==> src/rtl/writeback.sv <==
// -----------------------------------------------------------------------------
// writeback -- final stage of the LC-3b pipeline.
//
// Holds the MEM/WB pipeline register, selects the register-file write value,
// drives the register-file write port (also used as the forwarding bus),
// keeps the architectural NZP condition codes and counts retired instructions.
//
// Ports
//   clk, reset_n        pipeline clock, synchronous active-low reset
//   address_in[15:0]    effective address from MEM (bit 0 = byte select)
//   data_in[15:0]       memory read data from MEM
//   cw_in[3:0]          control word {load_regfile, load_cc, wb_sel[1:0]}
//   new_pc_in[15:0]     link PC (PC+2)
//   result_in[15:0]     ALU / address result
//   ir_in[15:0]         instruction word (debug)
//   dr_in[2:0]          destination register
//   valid_in            MEM output holds a real instruction
//   stall_in            MEM is stalled this cycle (WB takes a bubble)
//   regfile_load        register-file write enable
//   regfile_dest[2:0]   register-file write address
//   regfile_data[15:0]  register-file write data / forwarding value
//   cc[2:0]             architectural {N,Z,P}
//   ir[15:0]            registered instruction word
//   valid               WB register holds a real instruction
//   retired[CNT_W-1:0]  retired-instruction count (wraps)
// -----------------------------------------------------------------------------
module writeback #(
  parameter int CNT_W = 16
) (
  input  logic             clk,
  input  logic             reset_n,
  input  logic [15:0]      address_in,
  input  logic [15:0]      data_in,
  input  logic [3:0]       cw_in,
  input  logic [15:0]      new_pc_in,
  input  logic [15:0]      result_in,
  input  logic [15:0]      ir_in,
  input  logic [2:0]       dr_in,
  input  logic             valid_in,
  input  logic             stall_in,
  output logic             regfile_load,
  output logic [2:0]       regfile_dest,
  output logic [15:0]      regfile_data,
  output logic [2:0]       cc,
  output logic [15:0]      ir,
  output logic             valid,
  output logic [CNT_W-1:0] retired
);

  // Control-word field positions.
  localparam int CW_LOAD_REGFILE = 3;
  localparam int CW_LOAD_CC      = 2;

  localparam logic [1:0] WB_RESULT = 2'b00;
  localparam logic [1:0] WB_DATA   = 2'b01;
  localparam logic [1:0] WB_BYTE   = 2'b10;
  localparam logic [1:0] WB_NEWPC  = 2'b11;

  localparam logic [2:0] CC_N = 3'b100;
  localparam logic [2:0] CC_Z = 3'b010;
  localparam logic [2:0] CC_P = 3'b001;

  // MEM/WB register
  logic [15:0] address_q, data_q, new_pc_q, result_q, ir_q;
  logic [3:0]  cw_q;
  logic [2:0]  dr_q;
  logic        valid_q, valid_d;

  // Architectural state
  logic [2:0]       cc_q, cc_d;
  logic [CNT_W-1:0] retired_q, retired_d;

  // Write-back datapath
  logic [15:0] data_sel;
  logic [7:0]  byte_sel;
  logic        wr_en, cc_en;

  // A stalled instruction is replaced by a bubble so it is written only once,
  // on the cycle MEM finally lets it through.
  assign valid_d = valid_in & ~stall_in;

  always_ff @(posedge clk) begin
    if (!reset_n) begin
      valid_q   <= 1'b0;
      address_q <= '0;
      data_q    <= '0;
      cw_q      <= '0;
      new_pc_q  <= '0;
      result_q  <= '0;
      ir_q      <= '0;
      dr_q      <= '0;
    end else begin
      valid_q   <= valid_d;
      // Payload fields are don't-care for a bubble; loading them regardless
      // keeps the enable logic off the wide datapath.
      address_q <= address_in;
      data_q    <= data_in;
      cw_q      <= cw_in;
      new_pc_q  <= new_pc_in;
      result_q  <= result_in;
      ir_q      <= ir_in;
      dr_q      <= dr_in;
    end
  end

  // Byte loads are zero-extended; address bit 0 picks the high byte.
  assign byte_sel = address_q[0] ? data_q[15:8] : data_q[7:0];

  always_comb begin
    data_sel = result_q;
    unique case (cw_q[1:0])
      WB_RESULT: data_sel = result_q;
      WB_DATA:   data_sel = data_q;
      WB_BYTE:   data_sel = {8'h00, byte_sel};
      WB_NEWPC:  data_sel = new_pc_q;
      default:   data_sel = result_q;
    endcase
  end

  assign wr_en = valid_q & cw_q[CW_LOAD_REGFILE];
  assign cc_en = valid_q & cw_q[CW_LOAD_CC];

  // NZP is one-hot by construction: exactly one of the three cases holds.
  always_comb begin
    cc_d = cc_q;
    if (cc_en) begin
      if (data_sel[15])          cc_d = CC_N;
      else if (data_sel == 16'h0) cc_d = CC_Z;
      else                       cc_d = CC_P;
    end
  end

  // Counter wraps naturally at all-ones.
  assign retired_d = valid_q ? retired_q + 1'b1 : retired_q;

  // Reset wins over the in-flight instruction: no CC change, no count.
  always_ff @(posedge clk) begin
    if (!reset_n) begin
      cc_q      <= CC_Z;
      retired_q <= '0;
    end else begin
      cc_q      <= cc_d;
      retired_q <= retired_d;
    end
  end

  assign regfile_load = wr_en;
  assign regfile_dest = dr_q;
  assign regfile_data = data_sel;
  assign cc           = cc_q;
  assign ir           = ir_q;
  assign valid        = valid_q;
  assign retired      = retired_q;

endmodule

==> config.mk <==
export PLATFORM = sky130hd
export DESIGN_NAME = writeback
export DESIGN_NICKNAME = d
export VERILOG_FILES = /design/src/rtl/writeback.sv
export SDC_FILE = /design/constraint.sdc
export NUM_CORES = 1
export LEC_CHECK = 0
export ABC_AREA = 0
export CAP_MARGIN = 20
export CORE_MARGIN = 4
export CORE_UTILIZATION = 45
export DETAILED_ROUTE_END_ITERATION = 6
export PLACE_DENSITY = 0.86
export SYNTH_ARGS = -nofsm -noshare
export SYNTH_HDL_FRONTEND = slang
export SYNTH_SLANG_ARGS = --single-unit
==> constraint.sdc <==
create_clock -name clk -period 2.9 [get_ports clk]
set_input_delay 0.58 -clock clk [delete_from_list [all_inputs] [get_ports clk]]
set_output_delay 0.58 -clock clk [all_outputs]
set_load 0.005 [all_outputs]
==> flow_summary.ini <==
[worst_setup_path]
crit_cells = 4
worst-path-buf-inv = 1
cp_data_arrival_time_ns = 2.19
cp-end-kind = primary output
cp-start-kind = flop
cp_cell_sequence = nor2b_2 -> a22oi_1 -> o21a_1 -> clkdlybuf4s50_1
reg2regPathDepth = 6
critPathRequiredTime_ns = 2.32
slowest_stage = dfxtp_2
slowest_delay_ns = 0.54
path_delay_family = flip-flops
critPathMaxFanout = 11
crit_type = flop to primary output

[cells_and_area]
multiInputGateArea_um2 = 1445
fillerInstances = 577
final_nets = 530
register_area_um2 = 1844
drive_above_1_share = 0.06109
area_growth_pct = 47.49
final_common_cell = clkdlybuf4s50_1
antenna_cells = 0
final_area_um2 = 4997
final_cell_mix = clkdlybuf4s50_1 (130), dfxtp_1 (90), and2_1 (86)

[route]
drtIter0Drc = 53
wl_met3_um = 634
drc = 0
route.met2.wl_um = 4095
wl_per_cell_um = 15.57
vias = 2620
drt-met1-wl_um = 3566
top_layer_used = met4
antenna_left = 0
drtPass1Iterations = 4
routed_via_density = 4.843
routed_wl_um = 8426

[timing]
holdWs_ns = 0.5087
finClkSkew_ns = 0.01042
fin_setup_tns_ns = 0
rsz0062_at_grt = false
fin_ws_ns = 0.1323
fmax_ghz = 0.3613
final.min_clock_period_ns = 2.768
layout_worst_path_cycle_share = 0.9544
hold_viol = 0
worst_slew_pin_slew_ns = 0.5226
final-setup-viol-count = 0
final_max_slew_viol_count = 0
timing.slew.headroom = 0.6516

[floorplan]
rows = 31
fp.dieH_um = 94.77
fp.dieW_um = 94.77
io-pin-count = 147
die_area_um2 = 8981
initial_core_util = 0.4647
core_area_um2 = 7292

[flow_run]
drv_cap = 0

[global_routing]
first_global_vias = 2685
grt_pass1_wl_um = 13170
grt.total_usage = 0.1903
grt_max_degree = 57
grt-ovfl-total = 0
antenna_found_initial = 0

[synth]
yosysSeqAreaShare = 0.5436
synth_cells = 312
ys_types = 33
avgSynthCellArea_um2 = 10.86
yosysWarningCount = 0
synth_area_um2 = 3388
synth-seq-cells = 92
syn_nets = 404

[clock_network]
cts_post_setup_buffers_inserted = 0
cts_max_path_buffers = 2
clk_pin_slew_worst_paths_ns = 0.09
cts_tree = yes
root_buffer = clkbuf_8
clock_sinks = 92
clock_latency_ns = 0.34
numCtsBuffers = 9
h-tree-depth = 3

[hold_path]
hold_path_depth = 2
hp-class = flop to flop

[status]
status = finished clean

[power]
pwr_density_cell_nw_per_um2 = 537.6
p_leak_nw = 1.925
ir_drop_v = 0.0002976

[placed_design]
post-place-ws_ns = 0.2038
dpl.hpwl_um = 6161
gp_congestion = 0.9142
io_buffer_count = 131
dpl-instance-area_um2 = 4753
-- path summary, 6_finish.rpt --
path,startpoint,to,slack [ns]
worst max-delay path,cw_q[1],regfile_data[4],0.13
worst min-delay path,cc[0],cc[0],0.51
worst min register to register,cc[0],cc[0],0.51
worst max register to register,cw_q[1],cc[1],0.78
-- routing by layer --
layer,global-route usage,vias to the layer above
met3,0.05259,15
met5,0,-
li1,-,1294
met2,0.3177,94
met1,0.2355,1217
met4,0.06611,0
-- flip-flops by register name, summed over array words and instances, names as in the netlist, 3 cells and up --
name	flops
new_pc_q	16
retired	16
ir	16
result_q	16
regfile_dest	3
cw_q	4
cc	3
data_q	16
-- repair_timing --
action | 4_1_cts | 5_1_grt
setup endpoints to repair | 8 | 1
resized for setup | 2 | 1
endpoints found under the hold margin | 0 | 0
hold buffers | 0 | 0
cloned | 0 | 0
-- report_power, final --
part / switching, mW / total [mW] / leakage (nW) / internal, mW
registers: 0.0322 / 1.35 / 0.762 / 1.32
clock network: 0.415 / 1.01 / 0.116 / 0.592
logic: 0.109 / 0.328 / 1.05 / 0.219
-- synth_stat cells --
master | count | share of area
nor3b_1 | 2 | 0.0044
and3_1 | 2 | 0.0037
o2bb2ai_1 | 6 | 0.016
nor2_1 | 3 | 0.0033
nand3b_1 | 1 | 0.0022
nand3_1 | 2 | 0.0030
and3b_1 | 1 | 0.0026
and4_1 | 3 | 0.0078
xnor2_1 | 10 | 0.026
buf_6 | 3 | 0.010
nor4_1 | 3 | 0.0055
nor4_2 | 2 | 0.0074
o2bb2ai_2 | 2 | 0.0089
nand4_1 | 6 | 0.011
clkbuf_1 | 11 | 0.012
inv_1 | 1 | 0.0011
mux2i_1 | 25 | 0.074
xor2_1 | 5 | 0.013
or2_2 | 1 | 0.0018
and2_4 | 1 | 0.0026
nor3_1 | 1 | 0.0015
ha_1 | 1 | 0.0037
and2_1 | 86 | 0.16
nor2b_1 | 4 | 0.0074
a21boi_1 | 1 | 0.0022
nand2_1 | 9 | 0.010
buf_2 | 5 | 0.0074
o21a_1 | 8 | 0.018
a22oi_1 | 12 | 0.027
a32oi_1 | 1 | 0.0026
dfxtp_1 | 92 | 0.54
a21oi_1 | 1 | 0.0015
o21ai_0 | 1 | 0.0015
-- worst reg2reg max path: stages (launching register included) --
cell and delay [ns]:
dfxtp_2 0.54, nor2b_2 0.43, a22oi_1 0.23, a22oi_1 0.29, nand4_1 0.15, nor4_1 0.29, nand3b_1 0.14
-- kinds of logic after synthesis --
group | Yosys count | share of synthesized area
DFF | 92 | 0.5436
adders and majority gates | 1 | 0.003692
AOI/OAI and AO/OA | 32 | 0.07644
buffers and inverters | 20 | 0.03065
muxes | 25 | 0.07386
xor gates and xnor gates | 15 | 0.03877
and+or+nand+nor | 127 | 0.2330
-- area by class of cell --
cell class              count  area share
multi-input cells         200      0.2892
clock buffers              11     0.02829
well taps                  99     0.02479
flip-flops and latches     92      0.3691
inverters                   1   0.0007511
repair buffers            134      0.2684
clock inverters             4     0.01953
-- stage by stage --
step / util / instances / total power [mW]
5_1_grt: 0.6853 / 541 / 2.794
4_1_cts: 0.6851 / 541 / 2.723
3_3_place_gp: 0.6519 / 526 / 1.699
6_report: 0.6853 / 541 / 2.687
3_5_place_dp: 0.6519 / 526 / 1.707
2_1_floorplan: - / 312 / 1.500
No activity file was read; power rests on OpenSTA's default activity.
